--- src/rtl/max1271_resp_pkg.sv ---
// rtl/max1271_resp_pkg.sv - shared states and frame constants for the MAX1271 responder.
package max1271_resp_pkg;

  typedef enum logic [2:0] {
    IDLE,
    HUNT,
    CTRL,
    ACQ,
    SHIFT,
    TAIL
  } state_t;

  localparam int         CTRL_BITS = 8;
  localparam int         DATA_BITS = 12;
  localparam int         START_POS = 7;
  localparam logic [1:0] PD_OFF    = 2'b00;

endpackage

--- src/rtl/max1271_resp_sync_edge.sv ---
// rtl/max1271_resp_sync_edge.sv - multi-stage synchronizer with rise/fall detection on the synced level.
module sync_edge #(
  parameter int   STAGES  = 2,
  parameter logic RST_VAL = 1'b0
) (
  input  logic clk,
  input  logic rst_n,
  input  logic pin,
  output logic level,
  output logic rise,
  output logic fall
);

  logic [STAGES-1:0] chain;
  logic              prev;

  always_ff @(posedge clk or negedge rst_n) begin
    if (!rst_n) begin
      chain <= {STAGES{RST_VAL}};
      prev  <= RST_VAL;
    end else begin
      chain <= {chain[STAGES-2:0], pin};
      prev  <= chain[STAGES-1];
    end
  end

  // Edges are decoded combinationally so downstream registers land one cycle later.
  assign level = chain[STAGES-1];
  assign rise  = level & ~prev;
  assign fall  = ~level & prev;

endmodule

--- src/rtl/max1271_resp.sv ---
// rtl/max1271_resp.sv - MAX1271 ADC slave emulator: takes the control byte, fetches a sample, shifts it out.
// MAX1271_RESP_BIPOLAR_EN: when defined, BIP=1 flips the result MSB (offset binary to two's complement).
module max1271_resp
  import max1271_resp_pkg::*;
#(
  parameter int SYNC_STAGES = 2,
  parameter int ACQ_CLKS    = 1
) (
  input  logic        FASTCLK,
  input  logic        RST_B,
  input  logic        ADC_SCLK,
  input  logic        ADC_CS_B,
  input  logic        ADC_DIN,
  output logic        ADC_DOUT,
  output logic        SAMPLE_REQ,
  output logic [2:0]  CHAN,
  input  logic        SAMPLE_ACK,
  input  logic [11:0] SAMPLE,
  output logic [7:0]  CTRL_BYTE,
  output logic        FRAME_DONE,
  output logic        ERR
);

  localparam logic [3:0] CTRL_LAST = 4'(START_POS - 1);
  localparam logic [3:0] DATA_LAST = 4'(DATA_BITS - 1);
  localparam logic [1:0] ACQ_LAST  = 2'(ACQ_CLKS - 1);

  logic sclk_lvl, sclk_rise, sclk_fall;
  logic cs_lvl, cs_rise, cs_fall;
  logic din_lvl, din_rise, din_fall;
  logic unused_edges;

  sync_edge #(.STAGES(SYNC_STAGES), .RST_VAL(1'b0)) u_sclk (
    .clk(FASTCLK), .rst_n(RST_B), .pin(ADC_SCLK),
    .level(sclk_lvl), .rise(sclk_rise), .fall(sclk_fall)
  );

  sync_edge #(.STAGES(SYNC_STAGES), .RST_VAL(1'b1)) u_cs (
    .clk(FASTCLK), .rst_n(RST_B), .pin(ADC_CS_B),
    .level(cs_lvl), .rise(cs_rise), .fall(cs_fall)
  );

  sync_edge #(.STAGES(SYNC_STAGES), .RST_VAL(1'b0)) u_din (
    .clk(FASTCLK), .rst_n(RST_B), .pin(ADC_DIN),
    .level(din_lvl), .rise(din_rise), .fall(din_fall)
  );

  assign unused_edges = ^{sclk_lvl, cs_rise, cs_fall, din_rise, din_fall};

  state_t                     state, state_nx;
  logic [3:0]                 bit_cnt, bit_cnt_nx;
  logic [1:0]                 acq_cnt, acq_cnt_nx;
  logic [CTRL_BITS-3:0]       ctrl_sh, ctrl_sh_nx;
  logic [CTRL_BITS-2:0]       ctrl_full;
  logic [DATA_BITS-1:0]       result, result_nx;
  logic                       acked, acked_nx, ack_now;
  logic                       dout_nx, req_nx, done_nx, err_nx;
  logic [2:0]                 chan_nx;
  logic [7:0]                 ctrl_byte_nx;
  logic                       msb_flip;

`ifdef MAX1271_RESP_BIPOLAR_EN
  assign msb_flip = CTRL_BYTE[2];
`else
  assign msb_flip = 1'b0;
`endif

  always_ff @(posedge FASTCLK or negedge RST_B) begin
    if (!RST_B) begin
      state      <= IDLE;
      bit_cnt    <= '0;
      acq_cnt    <= '0;
      ctrl_sh    <= '0;
      result     <= '0;
      acked      <= 1'b0;
      ADC_DOUT   <= 1'b0;
      SAMPLE_REQ <= 1'b0;
      CHAN       <= '0;
      CTRL_BYTE  <= 8'h00;
      FRAME_DONE <= 1'b0;
      ERR        <= 1'b0;
    end else begin
      state      <= state_nx;
      bit_cnt    <= bit_cnt_nx;
      acq_cnt    <= acq_cnt_nx;
      ctrl_sh    <= ctrl_sh_nx;
      result     <= result_nx;
      acked      <= acked_nx;
      ADC_DOUT   <= dout_nx;
      SAMPLE_REQ <= req_nx;
      CHAN       <= chan_nx;
      CTRL_BYTE  <= ctrl_byte_nx;
      FRAME_DONE <= done_nx;
      ERR        <= err_nx;
    end
  end

  always_comb begin
    state_nx     = state;
    bit_cnt_nx   = bit_cnt;
    acq_cnt_nx   = acq_cnt;
    ctrl_sh_nx   = ctrl_sh;
    result_nx    = result;
    acked_nx     = acked;
    dout_nx      = ADC_DOUT;
    req_nx       = SAMPLE_REQ;
    chan_nx      = CHAN;
    ctrl_byte_nx = CTRL_BYTE;
    done_nx      = 1'b0;
    err_nx       = 1'b0;
    ack_now      = 1'b0;
    ctrl_full    = {ctrl_sh, din_lvl};

    // Deasserted chip select overrides every state, including a coincident SCLK edge.
    if (cs_lvl) begin
      state_nx = IDLE;
      req_nx   = 1'b0;
      dout_nx  = 1'b0;
    end else begin
      case (state)
        IDLE: state_nx = HUNT;
        HUNT: begin
          if (sclk_rise && din_lvl) begin
            state_nx   = CTRL;
            bit_cnt_nx = '0;
          end
        end
        CTRL: begin
          if (sclk_rise) begin
            ctrl_sh_nx = ctrl_full[CTRL_BITS-3:0];
            bit_cnt_nx = bit_cnt + 4'd1;
            if (bit_cnt == CTRL_LAST) begin
              ctrl_byte_nx = {1'b1, ctrl_full};
              if (ctrl_full[1:0] == PD_OFF) begin
                state_nx = TAIL;
              end else begin
                state_nx   = ACQ;
                chan_nx    = ctrl_full[6:4];
                acq_cnt_nx = '0;
                acked_nx   = 1'b0;
              end
            end
          end
        end
        ACQ: begin
          dout_nx = 1'b0;
          if (SAMPLE_REQ && SAMPLE_ACK) begin
            ack_now   = 1'b1;
            acked_nx  = 1'b1;
            req_nx    = 1'b0;
            result_nx = {SAMPLE[DATA_BITS-1] ^ msb_flip, SAMPLE[DATA_BITS-2:0]};
          end else if (!acked) begin
            req_nx = 1'b1;
          end
          if (sclk_fall) begin
            acq_cnt_nx = acq_cnt + 2'd1;
            if (acq_cnt == ACQ_LAST) begin
              state_nx   = SHIFT;
              bit_cnt_nx = '0;
              req_nx     = 1'b0;
              if (!acked && !ack_now) begin
                result_nx = '1;
                err_nx    = 1'b1;
              end
            end
          end
        end
        SHIFT: begin
          if (sclk_fall) begin
            dout_nx    = result[DATA_BITS-1];
            result_nx  = {result[DATA_BITS-2:0], 1'b0};
            bit_cnt_nx = bit_cnt + 4'd1;
            if (bit_cnt == DATA_LAST) begin
              done_nx  = 1'b1;
              state_nx = TAIL;
            end
          end
        end
        // The last result bit is held until the master's next falling edge, then the line idles low.
        TAIL: begin
          if (sclk_fall) dout_nx = 1'b0;
        end
        default: state_nx = IDLE;
      endcase
    end
  end

endmodule

--- config.mk ---
export PLATFORM = sky130hd
export DESIGN_NAME = max1271_resp
export DESIGN_NICKNAME = d
export VERILOG_FILES = /design/src/rtl/max1271_resp_pkg.sv /design/src/rtl/max1271_resp_sync_edge.sv /design/src/rtl/max1271_resp.sv
export SDC_FILE = /design/constraint.sdc
export NUM_CORES = 1
export LEC_CHECK = 0
export ABC_AREA = 0
export BUFFER_PORTS_ARGS = -buffer_cell sky130_fd_sc_hd__clkbuf_2
export CORE_ASPECT_RATIO = 1.4
export CORE_MARGIN = 3
export CORE_UTILIZATION = 40
export DETAILED_ROUTE_END_ITERATION = 12
export PLACE_DENSITY = 0.58
export SETUP_SLACK_MARGIN = 0.1
export SKIP_LAST_GASP = 1
export SYNTH_ARGS = -nofsm -noshare
export SYNTH_HDL_FRONTEND = slang
export SYNTH_HIERARCHICAL = 1
export SYNTH_SLANG_ARGS = --single-unit
--- constraint.sdc ---
create_clock -name FASTCLK -period 2.2 [get_ports FASTCLK]
set_input_delay 0.22 -clock FASTCLK [delete_from_list [all_inputs] [get_ports FASTCLK]]
set_output_delay 0.22 -clock FASTCLK [all_outputs]
set_load 0.05 [all_outputs]
==> results of run 1 <==
[layer usage]
layer  GRT usage, %  routed length, um  share of wire [%]
met1           17.3               2190                 45
met2           25.6               2410                 49
met3           3.16                213                4.4
met4           5.21                 77                1.6
met5              0                  0                  0
[stage by stage]
step / instances / worst slack (ns) / power (mW) / hold slack (ns) / instance area, um^2
2_1_floorplan: 223 / 0.403 / 1.25 / -0.0756 / 2440
3_3_place_gp: 321 / 0.117 / 1.36 / 0.309 / 2690
3_5_place_dp: 321 / 0.0921 / 1.36 / 0.309 / 2690
4_1_cts: 331 / 0.244 / 2.16 / 0.000874 / 2850
5_1_grt: 332 / 0.168 / 2.23 / 0.0524 / 2870
6_report: 332 / 0.271 / 2.13 / 0.00680 / 2870
[flip-flops by register name, indices dropped and copies added (netlist names)]
name,cells
SAMPLE_REQ,1
u_cs/chain,2
u_sclk/prev,1
FRAME_DONE,1
u_sclk/chain,2
bit_cnt,4
state,3
CHAN,3
CTRL_BYTE,8
ADC_DOUT,1
ctrl_sh,6
acq_cnt,2
ERR,1
acked,1
u_din/chain,2
result,12
[worst max-delay path: stages, from the launching register on]
cell	delay, ns
dfrtp_1	0.39
and2b_2	0.34
inv_1	0.14
a41o_1	0.29
or3_1	0.46
a21o_1	0.20
[power by group]
part / internal, mW / total (mW) / switching (mW)
clock network: 0.455 / 0.777 / 0.321
registers: 0.958 / 1.02 / 0.0597
logic: 0.139 / 0.333 / 0.194
total: 1.55 / 2.13 / 0.575
[cell usage in the layout (no fill, tap or decap), types with 3 or more instances in the layout]
master / count
nand2_1: 18
clkbuf_8: 5
o31ai_2: 10
buf_4: 9
ha_1: 3
mux2_2: 10
inv_1: 6
a21o_1: 5
a21oi_1: 19
clkbuf_2: 32
nand3b_1: 5
nor2_1: 17
or2_2: 3
o21ai_0: 8
mux2_1: 6
dlygate4sd3_1: 3
dfrtp_1: 48
nand3_1: 3
[worst max path at each step]
stage	start	end	slack (ns)	cells past startpoint
floorplan	u_sclk/prev	CHAN[0]	0.40	5
CTS	u_sclk/chain[1]	result[10]	0.24	5
global route	u_sclk/chain[1]	bit_cnt[2]	0.17	5
global placement	u_sclk/chain[1]	result[9]	0.12	4
finish	u_sclk/chain[1]	bit_cnt[0]	0.27	5
detailed placement	u_sclk/chain[1]	result[7]	0.09	4
[area by class of cell]
| cell class | instances | area [um^2] | area share (%) |
|---|---|---|---|
| tap | 70 | 87.6 | 3.05 |
| inverter | 7 | 26.3 | 0.915 |
| timing repair buffer | 44 | 258 | 8.98 |
| sequential | 50 | 1250 | 43.7 |
| multi-input combinational | 153 | 1110 | 38.6 |
| clock inverter | 3 | 68.8 | 2.40 |
| clock buffer | 5 | 68.8 | 2.40 |
[timing repair]
item | in CTS | in global routing
hold buffers | 2 | 1
gates cloned | 0 | 0
endpoints found under the setup margin | 10 | 11
endpoints found under the hold margin | 2 | 1
resized for setup | 1 | 1
==> results.txt, run 1 <==
Mapped cell area -> 2440 um^2
Via count -> 1818
Antenna violations before repair -> 0
Chip Height -> 98.5 um
CTS tree -> done
Antenna-violating nets left -> 0
Worst Tran Pin Value -> 0.685 ns
Root buffer cell -> clkbuf_8
Final Hold Fails -> 0
Final Setup Violations -> 0
Max-cap viol count -> 0
Mean Syn Cell Area -> 11.0 um^2
Std-Cell Rows -> 33
Die area -> 7100 um^2
Total CTS buffers -> 5
Largest fanout on the critical path -> 10
Vias per inst -> 5.48
Crit. End Element -> flop
Vias in the first global route -> 1766
Antenna cells -> 0
Setup Crit Path Kind -> flop to flop
Gr usage total -> 14.6%
Initial Utilization -> 41.4%
Fin. max-slew vios -> 0
Fill cells -> 555
Fin nets -> 282
Port bufs -> 32
Worst r2r path cells -> 5
R2r endpoint -> bit_cnt[0]
HP Class -> primary input to asynchronous set/reset pin
Skew final -> 0.00956 ns
Power Density -> 741 nW/um^2
Routed len/inst -> 14.7 um
RSZ-0062 raised after global routing -> false
First-pass GRT wire length -> 8250 um
DR DRC count -> 0
Final core occ -> 48.6%
Clock slew seen by the registers of the worst setup and hold paths -> 0.10 ns
GP Congestion -> 0.776
Mapped Nets -> 244
I/O pins -> 33
GRT Residual Overflow -> 0
CTS Buffer Depth -> 2
Highest clock rate -> 518 MHz
Die W -> 72.1 um
Share of cells above drive strength 1 -> 32.1%
Outcome -> completed
Post-CTS setup buffers -> 0
Core footprint -> 5900 um^2
Final Critical Period -> 1.93 ns
Largest net degree at the start of global routing -> 51
Reg2reg start -> u_sclk/chain[1]
Total Wirelength -> 4890 um
Setup crit start kind -> flop
Ys Warns -> 6
Peak VDD IR -> 0.000397 V
Worst relative slew slack -> 54.3%
Post-Syn Instances -> 223
Worst EP required -> 2.40 ns
Clk_lat worst skew -> 0.31 ns
Leakage -> 1.35 nW
Clock sink count -> 50
Detailed Place HPWL -> 3450 um
Setup TNS -> 0 ns
P&R area growth vs syn -> 17.5%
Drt first-iter violations -> 65
Fin crit share -> 87.7%
TritonRoute pass-1 iters -> 4
Reg2reg setup slack -> 0.27 ns
CP arrival -> 2.13 ns
H-tree depth -> 2
Power figures use the tool's default switching activity.
==> run 2: changes to the inputs <==
Settings changed: CORE_ASPECT_RATIO 1.4 to default, CTS_CLUSTER_SIZE from default to 10.
==> run 2 against run 1 <==
- wire length shrank 0.16%
- critical endpoint is now CHAN[0]
- sequential power is essentially flat
- critical path type unchanged
- via count shrank 0.94%
==> results.txt, run 2 (same netlist as run 1, synthesis figures left out) <==
H-tree depth -> 2
Max reg flops -> 12
Fin. max-slew vios -> 0
Peak VDD IR -> 0.000335 V
Worst relative slew slack -> 52.5%
Share of cells above drive strength 1 -> 31.8%
Internal -> 1.32 mW
Clock power share -> 28.2%
First-pass GRT wire length -> 8650 um
Port bufs -> 32
P&R area growth vs syn -> 16.0%
Vias in the first global route -> 1838
Combinational Power Share -> 18.1%
Largest fanout on the critical path -> 11
Top flop regs -> result: 12 flops, CTRL_BYTE: 8 flops, ctrl_sh: 6 flops
Worst EP required -> 2.39 ns
Final Hold Fails -> 0
Reg2reg setup slack -> 0.28 ns
Detailed Place HPWL -> 3430 um
Critical path, cell by cell -> buf_4 > or2_4 > nor3_4 > and2_4 > mux2_1
Final Critical Period -> 1.92 ns
Drt first-iter violations -> 90
Total CTS buffers -> 5
Sw Share -> 29.6%
Final Setup Violations -> 0
Reg2reg start -> state[0]
Chip Height -> 84.2 um
Setup crit start kind -> flop
Clk_lat worst skew -> 0.31 ns
Crit. End Element -> flop
RSZ-0062 raised after global routing -> false
Largest reg by FF count -> result
CP arrival -> 2.11 ns
Total Wirelength -> 4890 um
Critical path's slowest cell -> dfrtp_1
Most common cell after layout, fill and taps aside -> dfrtp_1
Antenna cells -> 0
Antenna violations before repair -> 0
Initial Utilization -> 42.8%
Setup TNS -> 0 ns
Sw Pwr -> 558 uW
HP Class -> primary input to asynchronous set/reset pin
Worst Tran Pin Value -> 0.713 ns
Std-Cell Rows -> 27
Antenna-violating nets left -> 0
Worst r2r path cells -> 5
Outcome -> completed
Final core occ -> 49.6%
Fin crit share -> 87.3%
Largest net degree at the start of global routing -> 51
Clock sink count -> 50
Critical path buffer and inverter count -> 1
Gr usage total -> 15.0%
Crit-path leading delay family -> simple AND/OR/NAND/NOR gates
Fin nets -> 284
TritonRoute pass-1 iters -> 4
Vias per inst -> 5.36
Root buffer cell -> clkbuf_8
R2r endpoint -> CHAN[0]
CTS Buffer Depth -> 2
Leakage -> 1.33 nW
Most frequent cells in the layout -> 48 x dfrtp_1, 32 x clkbuf_2, 19 x a21oi_1
Via count -> 1801
GP Congestion -> 0.809
Max incr delay on CP -> 0.50 ns
Die area -> 7080 um^2
Core footprint -> 5710 um^2
Highest clock rate -> 520 MHz
Max-cap viol count -> 0
Power Density -> 664 nW/um^2
CTS tree -> done
DR DRC count -> 0
I/O pins -> 33
Skew final -> 0.0128 ns
Setup Crit Path Kind -> flop to flop
Clock slew seen by the registers of the worst setup and hold paths -> 0.10 ns
GRT Residual Overflow -> 0
Die W -> 84.2 um
Routed len/inst -> 14.5 um
Register share of total power -> 53.7%
-- run 2: routing by layer --
layer,part of all wire (%),global-route usage [%],vias to the layer above
li1,-,-,883
met1,49,20.3,868
met2,46,23.4,44
met3,4.2,3.34,6
met4,1.5,6.14,0
met5,0,0,-
-- run 2: final cells by class --
cell class | instances | area (um^2)
inverters | 7 | 26.3
well taps | 72 | 90.1
flip-flops and latches | 50 | 1250
clock inverters | 1 | 7.51
repair buffers | 46 | 273
multi-input cells | 153 | 1110
fillers | 544 | 2880
clock buffers | 7 | 76.3
-- run 2: per-stage QoR --
stage / total power [mW] / instances / hold WS (ns) / setup WS (ns) / cell area [um^2]
2_1_floorplan: 1.25 / 223 / -0.0756 / 0.403 / 2440
3_3_place_gp: 1.36 / 325 / 0.310 / 0.114 / 2710
3_5_place_dp: 1.36 / 325 / 0.309 / 0.0614 / 2710
4_1_cts: 1.90 / 334 / 0.00842 / 0.241 / 2810
5_1_grt: 1.99 / 336 / 0.0501 / 0.157 / 2830
6_report: 1.88 / 336 / 0.00120 / 0.278 / 2830
-- run 2: worst max path at each step --
stage	slack, ns	cells past startpoint	to	start
floorplan	0.40	5	CHAN[0]	u_sclk/prev
global placement	0.11	4	result[9]	u_sclk/chain[1]
detailed placement	0.06	4	result[10]	u_sclk/chain[1]
CTS	0.24	5	result[4]	u_sclk/chain[1]
global route	0.16	5	bit_cnt[2]	u_sclk/chain[1]
finish	0.28	5	CHAN[0]	state[0]
-- run 2: power groups by stage --
stage          Clock [mW]  Sequential (mW)  Combinational, mW
3_3_place_gp            0             1.03              0.332
6_report            0.531             1.01              0.340
4_1_cts             0.554             1.01              0.334
2_1_floorplan           0             1.01              0.244
3_5_place_dp            0             1.03              0.331
5_1_grt             0.586             1.02              0.379
-- run 2: what timing repair did --
item                                    CTS  global route
endpoints found under the setup margin   10             7
hold endpoints to repair                  1             2
gates resized for setup                   1             1
setup buffers                             0             0
hold buffers                              1             2
==> run 3: changes to the inputs <==
Settings changed: CAP_MARGIN from default to 40, CELL_PAD_IN_SITES_DETAIL_PLACEMENT from default to 0, CELL_PAD_IN_SITES_GLOBAL_PLACEMENT from default to 1, PLACE_DENSITY 0.58 to 0.7.
==> run 3 against run 2 <==
- cell count shrank 2.1%
- sequential power about the same
- core utilization is 0.48 points lower
- critical path depth decreased by 1
- hold slack improved by 0.011 ns
- global-route usage fell by 0.31 points
- first-iteration DRC count down 8.9%
- die area is the same
- total power increased by 5.9%
- sequential share of layout area increased by 0.43 points
- largest cell class unchanged
==> results.txt, run 3 (same netlist as run 1, synthesis figures left out) <==
GRT Residual Overflow -> 0
Leakage -> 1.31 nW
Top flop regs -> result: 12 flops, CTRL_BYTE: 8 flops, ctrl_sh: 6 flops
Gr usage total -> 14.7%
Fill cells -> 534
Chip Height -> 84.2 um
Critical path, cell by cell -> nand3b_1 > nor3_4 > and2_4 > mux2_1
Vias per inst -> 5.40
CTS tree -> done
GP Congestion -> 0.729
Power Density -> 710 nW/um^2
Worst r2r path cells -> 4
Stages on worst setup path -> 4
Routed len/inst -> 14.9 um
Antenna violations before repair -> 0
Fin crit share -> 87.9%
Worst Setup SP -> state[1]
Drt first-iter violations -> 82
P&R area growth vs syn -> 14.8%
Peak VDD IR -> 0.000394 V
Antenna cells -> 0
Max reg flops -> 12
Largest reg by FF count -> result
Fin nets -> 277
Setup TNS -> 0 ns
HP Class -> primary input to asynchronous set/reset pin
Clk_lat worst skew -> 0.30 ns
Final core occ -> 49.2%
Outcome -> completed
Crit. End Element -> flop
Reg2reg setup slack -> 0.27 ns
Most common cell after layout, fill and taps aside -> dfrtp_1
Critical path buffer and inverter count -> 0
Final Critical Period -> 1.93 ns
Core footprint -> 5710 um^2
Vias in the first global route -> 1784
Largest fanout on the critical path -> 17
First-pass GRT wire length -> 8670 um
Max incr delay on CP -> 0.68 ns
Worst EP required -> 2.39 ns
Initial Utilization -> 42.8%
Max-cap viol count -> 0
Skew final -> 0.00647 ns
H-tree depth -> 2
Share of cells above drive strength 1 -> 31.1%
Crit-path leading delay family -> simple AND/OR/NAND/NOR gates
Die area -> 7080 um^2
Port bufs -> 32
Total CTS buffers -> 5
RSZ-0062 raised after global routing -> false
Clock sink count -> 50
I/O pins -> 33
Detailed Place HPWL -> 3360 um
Root buffer cell -> clkbuf_8
Final Hold Fails -> 0
Most frequent cells in the layout -> 48 x dfrtp_1, 32 x clkbuf_2, 19 x a21oi_1
Worst Tran Pin Value -> 0.625 ns
DR DRC count -> 0
Setup crit start kind -> flop
TritonRoute pass-1 iters -> 4
Total Wirelength -> 4900 um
Critical path's slowest cell -> dfrtp_1
Std-Cell Rows -> 27
Fin. max-slew vios -> 0
Final Setup Violations -> 0
CTS Buffer Depth -> 2
Clock slew seen by the registers of the worst setup and hold paths -> 0.10 ns
Die W -> 84.2 um
Reg2reg start -> state[1]
Setup Crit Path Kind -> flop to flop
Highest clock rate -> 517 MHz
Worst relative slew slack -> 58.3%
Post-CTS setup buffers -> 0
CP arrival -> 2.12 ns
Via count -> 1778
Antenna-violating nets left -> 0
Largest net degree at the start of global routing -> 51
-- run 3: power breakdown --
| part | internal (mW) | leakage (nW) | switching [mW] |
|---|---|---|---|
| Sequential | 0.957 | 0.616 | 0.0754 |
| Combinational | 0.121 | 0.640 | 0.170 |
| Clock | 0.347 | 0.0563 | 0.323 |
-- run 3: path summary, 6_finish.rpt --
path                                  endpoint
worst max register to register         CHAN[2]
max in group asynchronous           bit_cnt[3]
worst min register to register  u_din/chain[1]
worst min-delay path                 result[6]
worst max-delay path                   CHAN[2]
min in group FASTCLK            u_din/chain[0]
-- run 3: per-stage QoR --
stage	worst slack, ns	hold WS, ns	power [mW]	cell area [um^2]	std cells
3_5_place_dp	0.234	0.309	1.34	2670	320
2_1_floorplan	0.403	-0.0756	1.25	2440	223
4_1_cts	0.212	0.00823	2.02	2800	329
6_report	0.266	0.0118	1.99	2810	329
5_1_grt	0.126	0.00879	2.11	2810	329
3_3_place_gp	0.269	0.308	1.34	2670	320
-- run 3: layout make-up --
type	count	area (um^2)	area share (%)
flip-flops and latches	50	1250	44.7
clock inverters	3	48.8	1.74
clock buffers	5	68.8	2.45
repair buffers	39	215	7.67
well taps	72	90.1	3.21
multi-input cells	153	1100	39.3
inverters	7	26.3	0.936
-- run 3: what timing repair did --
action                                  CTS  global route
resized for setup                         0             1
endpoints found under the setup margin    0             7
hold buffers                              1             0
hold endpoints to repair                  1             0
-- run 3: routing by layer --
layer	wire, um	vias to the layer above	global-route usage [%]
met2	2250	38	22.4
met3	205	7	2.75
met4	63	0	4.53
li1	-	869	-
met5	0	-	0
met1	2380	864	21.3
